$ cat src/rtl/led_level_pwm.sv
// Saturating brightness level driven by confirmed button presses, with a registered PWM LED output.
// Optional feature LED_AUTO_REPEAT_EN: holding a button (code 3) issues a step every REPEAT_D cycles.
module led_level_pwm #(
  parameter int MAX_LEVEL   = 15,
  parameter int LW          = 4,
  parameter int RESET_LEVEL = 0,
  parameter int PRESCALE    = 1000,
  parameter int REPEAT_D    = 5000000
) (
  input  logic          clk,
  input  logic          rst,
  input  logic [1:0]    up_s,
  input  logic [1:0]    down_s,
  output logic [LW-1:0] level,
  output logic          led,
  output logic          sat
);

  localparam int PW = (PRESCALE > 1) ? $clog2(PRESCALE) : 1;
  localparam logic [LW-1:0] MAX_L   = LW'(MAX_LEVEL);
  localparam logic [LW-1:0] RST_L   = LW'(RESET_LEVEL);
  localparam logic [LW-1:0] PCNT_LAST = LW'(MAX_LEVEL - 1);
  localparam logic [PW-1:0] PRE_LAST  = PW'(PRESCALE - 1);

  logic [LW-1:0] level_q, level_d;
  logic          sat_q, sat_d;
  logic          led_q, led_d;
  logic [PW-1:0] pre_q, pre_d;
  logic [LW-1:0] pcnt_q, pcnt_d;
  logic          inc, dec;

`ifdef LED_AUTO_REPEAT_EN
  localparam int RW = (REPEAT_D > 1) ? $clog2(REPEAT_D) : 1;
  localparam logic [RW-1:0] RPT_LAST = RW'(REPEAT_D - 1);

  logic [RW-1:0] rpt_q, rpt_d;
  logic          hold_one, rpt_fire;

  // Counter runs only while exactly one button is held; a fire restarts it.
  always_comb begin
    hold_one = (up_s == 2'd3) ^ (down_s == 2'd3);
    rpt_fire = hold_one && (rpt_q == RPT_LAST);
    rpt_d    = (!hold_one || rpt_fire) ? '0 : rpt_q + 1'b1;
    inc      = (up_s == 2'd2)   || (rpt_fire && (up_s == 2'd3));
    dec      = (down_s == 2'd2) || (rpt_fire && (down_s == 2'd3));
  end
`else
  localparam int unused_repeat_d = REPEAT_D;

  always_comb begin
    inc = (up_s == 2'd2);
    dec = (down_s == 2'd2);
  end
`endif

  always_comb begin
    level_d = level_q;
    sat_d   = 1'b0;
    if (inc && !dec) begin
      if (level_q == MAX_L) sat_d = 1'b1;
      else                  level_d = level_q + 1'b1;
    end else if (dec && !inc) begin
      if (level_q == '0) sat_d = 1'b1;
      else               level_d = level_q - 1'b1;
    end
  end

  // PWM counters free-run; level changes never disturb them.
  always_comb begin
    pre_d  = (pre_q == PRE_LAST) ? '0 : pre_q + 1'b1;
    pcnt_d = pcnt_q;
    if (pre_q == PRE_LAST) pcnt_d = (pcnt_q == PCNT_LAST) ? '0 : pcnt_q + 1'b1;
    led_d  = (level_q > pcnt_q);
  end

  always_ff @(posedge clk) begin
    if (rst) begin
      level_q <= RST_L;
      sat_q   <= 1'b0;
      led_q   <= 1'b0;
      pre_q   <= '0;
      pcnt_q  <= '0;
`ifdef LED_AUTO_REPEAT_EN
      rpt_q   <= '0;
`endif
    end else begin
      level_q <= level_d;
      sat_q   <= sat_d;
      led_q   <= led_d;
      pre_q   <= pre_d;
      pcnt_q  <= pcnt_d;
`ifdef LED_AUTO_REPEAT_EN
      rpt_q   <= rpt_d;
`endif
    end
  end

  assign level = level_q;
  assign led   = led_q;
  assign sat   = sat_q;

endmodule
$ cat config.mk
export PLATFORM = sky130hd
export DESIGN_NAME = led_level_pwm
export DESIGN_NICKNAME = d
export VERILOG_FILES = /design/src/rtl/led_level_pwm.sv
export SDC_FILE = /design/constraint.sdc
export NUM_CORES = 1
export LEC_CHECK = 0
export CORE_AREA = 2 2 43 75
export CTS_CLUSTER_SIZE = 12
export DETAILED_ROUTE_END_ITERATION = 7
export DIE_AREA = 0 0 45 77
export MAX_ROUTING_LAYER = met4
export SYNTH_ARGS = -nofsm -noshare
export SYNTH_HDL_FRONTEND = slang
export SYNTH_SLANG_ARGS = --single-unit
$ cat constraint.sdc
create_clock -name clk -period 2.7 [get_ports clk]
set_clock_uncertainty 0.05 [all_clocks]
set_input_delay 0.675 -clock clk [delete_from_list [all_inputs] [get_ports clk]]
set_output_delay 0.675 -clock clk [all_outputs]
set_load 0.01 [all_outputs]
* After elaboration in Yosys (flattened, before gate mapping)
Cells that the tools add are included.
** Storage, ports and cells
- Flip-flop bits (word level) :: 20
- Word-level logic and storage cells :: 34
- Input port bits :: 6
- Output and inout port bits :: 6
** Cells by class
- Reductions and logical operators :: 8
- Muxes and demuxes :: 9
- Magnitude comparators :: 1
- Add/subtract/negate cells :: 4
- Eq/ne operators :: 7
** Operators by type and width (number)
- $mux W4 :: 5
- $add A10 B1 Y10 const B :: 1
- $eq A10 B10 Y1 const B :: 1
- $add A4 B1 Y4 const B :: 2
- $eq A4 B4 Y1 const B :: 2
- $eq A2 B2 Y1 const B :: 2
- $gt A4 B4 Y1 :: 1
- $logic_not A4 Y1 :: 1
- $mux W1 :: 4
- $ne A2 B2 Y1 const B :: 2
- $sub A4 B1 Y4 const B :: 1
- $reduce_and A3 Y1 :: 1
- $logic_and A1 B1 Y1 :: 2
- $logic_not A1 Y1 :: 2
- $reduce_bool A2 Y1 :: 1
- $reduce_or A2 Y1 :: 1

* Longest topological paths before layout
Gate-level depths: netlist of run 1.
- Depth after elaboration :: 5
- Depth in mapped cells :: 9
- Mapped depth without buffers :: 9

* Worst setup path after synthesis of run 1
OpenSTA, ideal clock, no wires.
- Kind :: input to register
- From :: in up_s[0]
- To :: reg level_q[3] (netlist: level[3])
- Slack :: 344 ps
- Data required time :: 2529 ps
- Data arrival time :: 2185 ps
- Stages on the path :: 9
- Path buffers :: 0
- Library setup time :: 121 ps
- Path through :: nand2b_1 inv_1 ha_1 inv_1 ha_1 nand3_1 and3_1 o21ba_4 mux2_4
** On the way
- Cells in the longest elaborated chain, start to end :: 5
- Elaborated cells on any way between the ends :: 9
- Those cells by class :: eq/ne: 3; mux: 1; reduce/logical: 5
** Ends and longest elaborated chain
- start, declared :: RTL line 12 : input logic [1:0] up_s,
- $eq A2 B2 Y1 (*) :: RTL line 51 : inc = (up_s == 2'd2);
- $logic_not A1 Y1 :: RTL line 62 : end else if (dec && !inc) begin
- $logic_and A1 B1 Y1 :: RTL line 62
- $reduce_bool A2 Y1 (no source line)
- $reduce_and A3 Y1 (no source line)
- end signal, assigned :: RTL line 87 : level_q <= level_d;
- end, declared :: RTL line 25 : logic [LW-1:0] level_q, level_d;
Every way passes the cells marked *; elsewhere a longest branch is shown, timed or not.
A chain may end at the register's enable or synchronous reset.

* Final worst setup path of run 1
Ends and elaborated chain as after synthesis.

==> results of run 1 <==
layer usage:
layer	up-vias	global-route usage	part of all wire
li1	459	-	-
met1	418	0.132	0.41
met5	-	-	0
met3	4	0.0212	0.039
met4	0	0.0559	0.020
met2	15	0.243	0.53
timing repair:
action                     4_1_cts  5_1_grt
gates resized for setup          0        1
buffers inserted                 0        0
setup endpoints to repair        0        1
final cells by class:
class | instances | share of cell area
Multi-Input combinational cell | 89 | 0.494
Tap cell | 28 | 0.0260
Inverter | 11 | 0.0307
Timing Repair Buffer | 18 | 0.121
Sequential cell | 20 | 0.298
Clock buffer | 3 | 0.0307
cell usage in the layout, fill, tap and decap left out, drive strengths merged, types with 5 or more instances in the layout:
| master | netlist | layout |
|---|---|---|
| nor2 | 18 | 18 |
| xnor2 | 5 | 5 |
| dfxtp | 20 | 20 |
| nand2 | 6 | 6 |
| nand3 | 6 | 6 |
| clkdlybuf4s50 | 0 | 11 |
| ha | 9 | 9 |
| inv | 11 | 11 |
| buf | 1 | 7 |
| a21oi | 6 | 6 |
worst max path at each step:
stage,startpoint,to,slack (ps),cells past startpoint
after global routing,up_s[0],level[3],3,10
after CTS,up_s[0],level[3],100,10
after detailed placement,up_s[0],level[3],-150,10
final,up_s[0],level[3],120,10
after global placement,up_s[0],level[3],-50,10
after floorplan,up_s[0],level[3],340,9
cells by family (layout without fill, tap and decap cells):
logic type,Yosys count,count (layout)
AOI/OAI and AO/OA,18,18
buffers and inverters,13,32
and+or+nand+nor,48,48
DFF,20,20
xor gates and xnor gates,9,9
adders and majority gates,10,10
muxes,4,4
critical path: stages:
cell,delay [ps]
clkdlybuf4s50_1,390
nand2b_1,160
inv_1,70
ha_1,190
inv_1,80
ha_1,330
nand3_1,100
and3_1,200
o21ba_4,190
mux2_4,290
state kept, by name (all words and copies together), names as in the netlist:
signal and count:
sat 1, level 4, led 1, pre_q 10, pcnt_q 4
power by group through the flow:
stage / Clock, mW / Sequential, mW / Combinational, mW
after CTS: 0.195 / 0.347 / 0.286
final: 0.188 / 0.346 / 0.286
after global placement: 0 / 0.353 / 0.278
after floorplan: 0 / 0.366 / 0.160
after global routing: 0.205 / 0.352 / 0.318
after detailed placement: 0 / 0.354 / 0.284
stage by stage:
step            util  total power, mW
6_report       0.470            0.819
3_3_place_gp   0.454            0.631
2_1_floorplan      -            0.526
5_1_grt        0.470            0.875
3_5_place_dp   0.454            0.638
4_1_cts        0.469            0.828
==> results_dict.tcl, run 1 <==
set metrics [dict create \
    status "completed" \
    numCtsBuffers 3 \
    r2r-end "level[3]" \
    drt_iter0_markers 8 \
    synthDistinctLibCells 36 \
    timing_worst_setup_path_type "input port to flop" \
    clk_pin_slew_worst_paths_ps 70 \
    wl_per_cell_um 11.9 \
    antenna_cells 0 \
    dieArea_um2 3470 \
    dr.pass1.iters 4 \
    num_rows 26 \
    maxCapViolations 0 \
    synth_compound_area_frac 0.135 \
    min_from "pre_q[0]" \
    netlist.top_cell.by_area "dfxtp_1" \
    crit_arrival_ps 2670 \
    cts_root_buf "clkbuf_8" \
    power_leakage_nw 0.561 \
    start_util 0.388 \
    yosys_warnings 0 \
    cts_max_path_buffers 2 \
    period_needed_ps 2580 \
    ant_nets 0 \
    max_freq_mhz 388 \
    antenna_found_initial 0 \
    slew_viol_final 0 \
    max-slew-margin-rel 0.696 \
    muxShareOfSynthArea 0.0405 \
    ys_top_cells_by_area "dfxtp_1 36%, ha_1 10%, nor2_1 6.1%, xnor2_1 3.9%, inv_1 3.7%" \
    stdcell_area_um2 1350 \
    synth_common_cells "20 x dfxtp_1, 18 x nor2_1, 11 x inv_1, 9 x ha_1" \
    whs_endpoint "pre_q[0]" \
    regArea_um2 400 \
    ir_drop_uv 345 \
    port-buffer-count 11 \
    finalSetupTns_ps 0 \
    rsz0062_at_grt "no" \
    hp-class "flop to flop" \
    tritoncts "built" \
    grt_first_pass_wirelength_um 3510 \
    grt_pass1_vias 857 \
    syn_inst 122 \
    power_frac_clock 0.229 \
    place_congestion 0.785 \
    fin_nets 159 \
    synth-seq-cells 20 \
    tightest_slew_ps 453 \
    ys_seq_area_frac 0.360 \
    synth_xor_area_frac 0.0709 \
    avgSynthCellArea_um2 9.11 \
    yosys.area_share.adder 0.119 \
    syn-num-nets 138 \
    synthArstFlopShare 0 \
    htree_levels 1 \
    dp_cells 166 \
    avgViaCountPerCell 5.30 \
    vias 896 \
    io_pins 12 \
    grt_max_degree 11 \
    insertion_delay_ps 250 \
    required_ps 2790 \
    dp_slack_ps -150 \
    worst_slack_ps 122 \
    yosysMostFrequentCell "dfxtp_1" \
    hpwl_um 1610 \
    cp-start-kind "input port" \
    period_share 0.955 \
    hold_viol 0 \
    hold_depth 1 \
    multi_input_area_um2 664 \
    layout-drive-gt1-share 0.142 \
    fillers 302 \
    p_int_uw 584 \
    placed_area_um2 1300 \
    end_kind "flop" \
    ys.flop_type "dfxtp_1" \
    die_w_um 45 \
    p_per_area_nw_per_um2 609 \
    final_cells 169 \
    drcViolationCount 0 \
    synthesis.area_um2 1110 \
    combinationalPowerShare 0.349 \
    path_max_fanout 3 \
    synth-edff-count 0 \
    whs_ps 398 \
    overflow 0 \
    routed_wl_um 2010 \
    cts_hold_buf 0 \
    r2r_cells 4 \
    cts.sinks 20 \
    regToRegSetupSlack_ps 920 \
    track_usage 0.134 \
    setup_viol 0 \
    yosys.area_share.simple 0.229 \
    syn_to_final_growth_pct 21.1 \
    die_h_um 77 \
    core_um2 2860 \
    switching_share 0.287 \
    synth_top_area_frac 0.360 \
    r2r-start "level[0]" \
    synth_top_family_by_area "simple AND/OR/NAND/NOR gates" \
    p_sw_uw 235 \
    power.share.sequential 0.422 \
]
(Power assumes the default switching activity.)
==> run 2: changes to the inputs <==
--- a/config.mk
+++ b/config.mk
@@ -5,11 +5,12 @@
 export SDC_FILE = /design/constraint.sdc
 export NUM_CORES = 1
 export LEC_CHECK = 0
-export CORE_AREA = 2 2 43 75
+export CORE_AREA = 2 2 45 63
 export CTS_CLUSTER_SIZE = 12
 export DETAILED_ROUTE_END_ITERATION = 7
-export DIE_AREA = 0 0 45 77
+export DIE_AREA = 0 0 47 65
 export MAX_ROUTING_LAYER = met4
+export PLACE_DENSITY = 0.65
 export SYNTH_ARGS = -nofsm -noshare
 export SYNTH_HDL_FRONTEND = slang
 export SYNTH_SLANG_ARGS = --single-unit
==> results_dict.tcl, run 2 (same netlist as run 1, synthesis figures left out) <==
set metrics [dict create \
    status "completed" \
    max_freq_mhz 392 \
    num_rows 22 \
    grt_max_degree 11 \
    antenna_found_initial 0 \
    post_cts_resized 0 \
    hold_viol 0 \
    dieArea_um2 3060 \
    whs_ps 412 \
    final_common_cell "dfxtp_1" \
    maxCapViolations 0 \
    die_h_um 65 \
    crit_arrival_ps 2700 \
    largest-register "pre_q" \
    drcViolationCount 0 \
    dp_slack_ps -147 \
    cts_max_path_buffers 2 \
    track_usage 0.159 \
    fin_nets 158 \
    cts_hold_buf 0 \
    layout-drive-gt1-share 0.129 \
    power_leakage_nw 0.547 \
    ir_drop_uv 306 \
    insertion_delay_ps 290 \
    required_ps 2850 \
    ant_nets 0 \
    slew_viol_final 0 \
    grt_first_pass_wirelength_um 3510 \
    tightest_slew_ps 462 \
    dp_cells 173 \
    grt_pass1_vias 892 \
    period_share 0.946 \
    postCtsSetupRepairBufs 0 \
    max-slew-margin-rel 0.690 \
    end_kind "flop" \
    cts.sinks 20 \
    drt_iter0_markers 9 \
    start_util 0.439 \
    layout_common_cells "20 x dfxtp_1, 18 x nor2_1, 11 x inv_1, 11 x clkdlybuf4s50_1, 9 x ha_1" \
    period_needed_ps 2550 \
    numCtsBuffers 3 \
    tritoncts "built" \
    hpwl_um 1600 \
    setup_viol 0 \
    timing_worst_setup_path_type "input port to flop" \
    syn_to_final_growth_pct 19.3 \
    worst_slack_ps 146 \
    cp-start-kind "input port" \
    routed_wl_um 2020 \
    place_congestion 0.713 \
    final_cells 176 \
    port-buffer-count 11 \
    p_per_area_nw_per_um2 573 \
    wl_per_cell_um 11.5 \
    overflow 0 \
    io_pins 12 \
    dr.pass1.iters 3 \
    vias 890 \
    clk_pin_slew_worst_paths_ps 110 \
    antenna_cells 0 \
    path_max_fanout 3 \
    largest_reg_flops 10 \
    core_um2 2530 \
    rsz0062_at_grt "no" \
    finalPower_uw 760 \
    cts_root_buf "clkbuf_4" \
    finalSetupTns_ps 0 \
    htree_levels 1 \
    hp-class "flop to flop" \
    die_w_um 47 \
    regToRegSetupSlack_ps 910 \
    fillers 261 \
    avgViaCountPerCell 5.06 \
]
[run 2: area by class of cell]
type	instances	area [um^2]	share of cell area
clock buffer	3	22.5	0.0170
inverter	11	41.3	0.0312
multi-input combinational	89	661	0.499
sequential	20	400	0.302
tap	36	45.0	0.0340
timing repair buffer	17	155	0.117
[run 2: routing by layer]
layer / GRT usage / routed length [um]
met5: - / 0
met4: 0.0625 / 34
met3: 0.0167 / 54
met2: 0.305 / 1080
met1: 0.150 / 850
[run 2: final timing paths]
| path | start | endpoint | cells past startpoint |
|---|---|---|---|
| setup / recovery | up_s[0] | level[3] | 10 |
| hold / removal | pre_q[0] | pre_q[0] | 1 |
| setup reg to reg | level[0] | level[3] | 4 |
| hold reg to reg | pre_q[0] | pre_q[0] | 1 |
[run 2: critical path: stages]
cell,delay (ps)
clkdlybuf4s50_1,440
nand2b_1,110
inv_1,50
ha_1,220
inv_1,100
ha_1,270
a21oi_1,210
a21oi_1,120
o21ba_4,220
mux2_4,280
[run 2: per-stage QoR]
stage | utilization | cell area, um^2
floorplan | - | 1110
global placement | 0.514 | 1300
detailed placement | 0.514 | 1300
CTS | 0.523 | 1330
global route | 0.523 | 1330
finish | 0.523 | 1330
[run 2: report_power, final]
part / switching (mW) / leakage, nW / internal, mW
clock: 0.0852 / 0.0138 / 0.0519
sequential: 0.0363 / 0.162 / 0.320
combinational: 0.108 / 0.371 / 0.158
==> run 3: changes to the inputs <==
--- a/config.mk
+++ b/config.mk
@@ -5,10 +5,11 @@
 export SDC_FILE = /design/constraint.sdc
 export NUM_CORES = 1
 export LEC_CHECK = 0
-export CORE_AREA = 2 2 45 63
+export CORE_AREA = 3 3 46 64
 export CTS_CLUSTER_SIZE = 12
 export DETAILED_ROUTE_END_ITERATION = 7
-export DIE_AREA = 0 0 47 65
+export DIE_AREA = 0 0 49 67
+export GPL_ROUTABILITY_DRIVEN = 0
 export MAX_ROUTING_LAYER = met4
 export PLACE_DENSITY = 0.65
 export SYNTH_ARGS = -nofsm -noshare
==> results_dict.tcl, run 3 (same netlist as run 1, synthesis figures left out) <==
set metrics [dict create \
    crit_arrival_ps 2660 \
    overflow 0 \
    tritoncts "built" \
    power_leakage_nw 0.561 \
    period_needed_ps 2510 \
    topRoutingLayerUsed "met4" \
    grt_pass1_vias 882 \
    numCtsBuffers 3 \
    crit_slowest_cell "clkdlybuf4s50_1" \
    antenna_cells 0 \
    critPathBufInv 3 \
    track_usage 0.136 \
    final_common_cell "dfxtp_1" \
    crit_chain "clkdlybuf4s50_1 > nand2b_1 > inv_1 > ha_1 > inv_1 > ha_1 > a21oi_1 > a21oi_1 > o21ba_4 > mux2_4" \
    drcViolationCount 0 \
    cts.sinks 20 \
    fillers 240 \
    htree_levels 1 \
    status "completed" \
    avgViaCountPerCell 5.15 \
    p_per_area_nw_per_um2 638 \
    finalPower_uw 864 \
    ant_nets 0 \
    maxCapViolations 0 \
    end_kind "flop" \
    wl_met3_um 80 \
    hp-class "flop to flop" \
    timing_worst_setup_path_type "input port to flop" \
    dr.pass1.iters 4 \
    cts_root_buf "clkbuf_4" \
    path_max_fanout 3 \
    max-slew-margin-rel 0.687 \
    cts_hold_buf 0 \
    die_w_um 49 \
    post_cts_resized 0 \
    met1Wirelength_um 844 \
    io_pins 12 \
    cts_max_path_buffers 2 \
    core_um2 2440 \
    final_cells 175 \
    insertion_delay_ps 300 \
    dp_cells 171 \
    vias 902 \
    grt_max_degree 13 \
    period_share 0.928 \
    clk_pin_slew_worst_paths_ps 120 \
    layout-drive-gt1-share 0.135 \
    fin_util 0.554 \
    slew_viol_final 0 \
    largest_reg_flops 10 \
    layout_common_cells "20 x dfxtp_1, 18 x nor2_1, 11 x inv_1, 11 x clkdlybuf4s50_1, 9 x ha_1" \
    postCtsSetupRepairBufs 0 \
    dieArea_um2 3280 \
    die_h_um 67 \
    rsz0062_at_grt "no" \
    port-buffer-count 11 \
    setup_viol 0 \
    tightest_slew_ps 466 \
    drt_iter0_markers 15 \
    wl_per_cell_um 11.2 \
    hpwl_um 1550 \
    hold_viol 0 \
    grt_first_pass_wirelength_um 3500 \
    start_util 0.455 \
    largest-register "pre_q" \
    antenna_found_initial 0 \
    syn_to_final_growth_pct 21.7 \
    max_freq_mhz 399 \
    critical_path.top_delay_family "buffers and inverters" \
    fin_nets 158 \
    num_rows 21 \
    wl_met2_um 1020 \
    cpPeakStageDelay_ps 440 \
    routed_wl_um 1960 \
    required_ps 2850 \
    cp-start-kind "input port" \
    ir_drop_uv 438 \
]
## run 3: cell types whose count changed in the layout (fill, tap and decap cells not counted)
cell / previous run / this run
bufinv_16: 0 / 1
## run 3: metal layers
metal	global-route usage	up-vias
met1	0.140	430
met3	0.0291	2
li1	-	458
met2	0.248	12
met5	-	-
met4	0.0569	0
## run 3: layout make-up
type	instances	area, um^2	share of cell area
clock buffer	3	22.5	0.0167
timing repair buffer	17	155	0.115
sequential	20	400	0.296
multi-input combinational	89	661	0.488
inverter	11	41.3	0.0305
clock inverter	1	30.0	0.0222
tap	34	42.5	0.0315
## run 3: path summary, 6_finish.rpt
path             from  endpoint  slack [ps]  cells past startpoint
min          pre_q[0]  pre_q[0]         410                      1
max reg2reg  level[2]  level[3]         930                      4
min reg2reg  pre_q[0]  pre_q[0]         410                      1
max           up_s[0]  level[3]         190                     10
## run 3: where the power goes
group	internal, mW	switching [mW]
Sequential	0.320	0.0365
Combinational	0.158	0.105
Clock	0.150	0.0939
Total	0.628	0.236
## run 3: worst register-to-register path: cells and delay by family (launching register included)
family             cells  cell delay [ps]
muxes                  1              290
AOI/OAI and AO/OA      2              370
and+or+nand+nor        1              570
DFF                    1              400
## run 3: through the flow
step	setup WS (ps)	area (um^2)	TNS (ps)	hold WS, ps
6_report	193	1350	0	408
5_1_grt	117	1350	0	449
4_1_cts	197	1350	0	416
3_5_place_dp	-134	1300	-134	397
3_3_place_gp	-49.7	1300	-49.7	379
2_1_floorplan	344	1110	0	368
==> RTL edit: new RTL, config.mk and constraints of run 1 <==
Put one more register stage on the output `sat`, cleared by the reset. The value now appears one clock later. The other outputs are not delayed to match.
--- a/src/rtl/led_level_pwm.sv
+++ b/src/rtl/led_level_pwm.sv
@@ -99,3 +99,9 @@
   assign led   = led_q;
-  assign sat   = sat_q;
+  always_ff @(posedge clk) begin
+    if (rst) begin
+      sat <= '0;
+    end else begin
+      sat <= sat_q;
+    end
+  end
 
Check against the original RTL: not equivalent (a bounded check fails within 4 cycles, from zero or initial values and one cycle with rst high).
==> RTL edit against run 1 <==
Routed wire length up 13%. Largest power group unchanged. Global-route usage up 3.0 points. Worst setup slack worse by 0.0028 ns. Critical path depth unchanged. Synthesized area up 4.4%. Die area unchanged. Core utilization up 1.3 points. Fmax down 0.11%. First-iteration DRC count up 63%. Via count up 7.7%. Sequential cell count up 1. Final area up 2.8%. Power up 3.4%. Cell count up 1.8%.
==> RTL edit: results (changes against run 1) <==
The flow ran to the end, and the final reports show no timing, DRC or antenna violations. The tools report the number of global-route vias before repair as 962 (was 857). The logs give 604 uW (was 584 uW) for the cell internal power dissipation and 1340 um^2 (was 1300 um^2) for the placed cell area.

The total power density per cell area was 613 nW/um^2 (was 609 nW/um^2); the TritonCTS buffer count was 3 (unchanged). Pre-CTS setup slack: -0.132 ns (was -0.150 ns). The aggregate global-route resource usage was 16.4% (was 13.4%); the complex-gate fraction of the synthesized area was 16.5% (was 13.5%). The run gives 4.18 mm (was 3.51 mm) as the global-route wire length before repair. The mux contribution to synthesized area was 3.88% (was 4.05%). The total of cells resized after clock tree synthesis is 0 (unchanged), and the leakage power summed over all cells is 0.566 nW (was 0.561 nW).

Biggest area contributors in the synthesized netlist: sky130_fd_sc_hd__dfxtp_1 (36%), sky130_fd_sc_hd__ha_1 (9.7%), sky130_fd_sc_hd__a21oi_1 (4.3%) (was sky130_fd_sc_hd__dfxtp_1 (36%), sky130_fd_sc_hd__ha_1 (10%), sky130_fd_sc_hd__nor2_1 (6.1%)). The parity-gate share of the synthesized area counting xor and xnor cells is 4.53% (was 7.09%), and the total vias in the final route is 965 (was 896). The filler cell count in the final layout is 282 (was 302), and the filler-free cell count of the finished design is 172 (was 169).

The logs give 0.773 (was 0.785) for the routability-driven placement congestion ratio and 0.89 ns (was 0.92 ns) for the internal reg-to-reg setup slack. The tools report the clock latency reported for the late side of the worst-skew pair as 0.25 ns (about the same). The largest net degree at the start of global routing is 16 (was 11), and the post-synthesis async set-or-reset flop share is 0% (unchanged).

The tools report the relative max-transition margin as 69.4% (was 69.6%). Hold path startpoint: sat_q$_SDFF_PP0_ (was pre_q[0]$_SDFF_PP0_). The clock network power consumption came out at 197 uW (was 188 uW). The worst voltage drop across the vdd grid is 0.342 mV (was 0.345 mV). For the count of routing violations after the opening detailed-route iteration, the log shows 13 (was 8). The post-synthesis instance total came out at 127 (was 122). The routed length per instance is 13.2 um (was 11.9 um), and the post-synthesis sequential area ratio is 36.2% (was 36.0%). The signal arrival time at the worst endpoint is 2.68 ns (was 2.67 ns). Launch point of the worst reg-to-reg path: level[0]$_SDFFE_PP0P_ (unchanged).

For the number of library cell types mapped by synthesis, the log shows 39 (was 36). Relative contribution of sequential cells to total power: 43.0% (was 42.2%). Commonest cells in the netlist: sky130_fd_sc_hd__dfxtp_1 (21), sky130_fd_sc_hd__a21oi_1 (10), sky130_fd_sc_hd__ha_1 (9), sky130_fd_sc_hd__inv_1 (9), sky130_fd_sc_hd__nand3_1 (9) (was sky130_fd_sc_hd__dfxtp_1 (20), sky130_fd_sc_hd__nor2_1 (18), sky130_fd_sc_hd__inv_1 (11)). The end of the worst hold path is sat$_SDFF_PP0_ (was pre_q[0]$_SDFF_PP0_). The run gives 161 (was 159) as the total number of nets in the final design. The synthesized net count was 143 (was 138); the first-pass iteration count of the detailed router was 2 (was 4). The synthesized-area fraction occupied by adder cells was 11.4% (was 11.9%).
## RTL edit: cell count changes after synthesis, moves of 2 or more
cell,before,now
sky130_fd_sc_hd__clkbuf_1,1,4
sky130_fd_sc_hd__inv_1,11,9
sky130_fd_sc_hd__nand3_1,6,9
sky130_fd_sc_hd__and3_1,2,4
sky130_fd_sc_hd__nand2_1,6,4
sky130_fd_sc_hd__a21oi_1,6,10
sky130_fd_sc_hd__nor2_1,18,8
sky130_fd_sc_hd__nor3_1,4,8
sky130_fd_sc_hd__and4_1,0,2
sky130_fd_sc_hd__xnor2_1,5,1
## RTL edit: per-layer routing
layer | GRT usage, % | wire [um] | up-vias
li1 | - | - | 496
met1 | 17.3 | 921 | 456
met2 | 28.4 | 1270 | 11
met3 | 1.88 | 38 | 2
met4 | 8.24 | 40 | 0
met5 | - | 0 | -
## RTL edit: worst max path at each step
stage,startpoint,endpoint,slack (ns),depth (start not counted)
global route,up_s[0],level[3]$_SDFFE_PP0P_,0.0004,10
detailed placement,up_s[0],level[3]$_SDFFE_PP0P_,-0.13,10
finish,up_s[0],level[3]$_SDFFE_PP0P_,0.12,10
CTS,up_s[0],level[3]$_SDFFE_PP0P_,0.14,10
floorplan,up_s[0],level[3]$_SDFFE_PP0P_,0.34,9
global placement,up_s[0],level[3]$_SDFFE_PP0P_,-0.06,10
## RTL edit: layout make-up
type / count / area (um^2) / area share [%]
flip-flops and latches: 21 / 420 / 30.4
multi-input cells: 92 / 686 / 49.6
well taps: 28 / 35.0 / 2.53
inverters: 9 / 33.8 / 2.44
repair buffers: 18 / 163 / 11.8
clock buffers: 4 / 45.0 / 3.26
## RTL edit: critical path: cells and delay by family
kind            cells  cell delay (ns)
compound gates      2             0.32
mux                 1             0.28
fa+ha+maj           2             0.47
buf+inv             3             0.61
simple gates        2             0.32
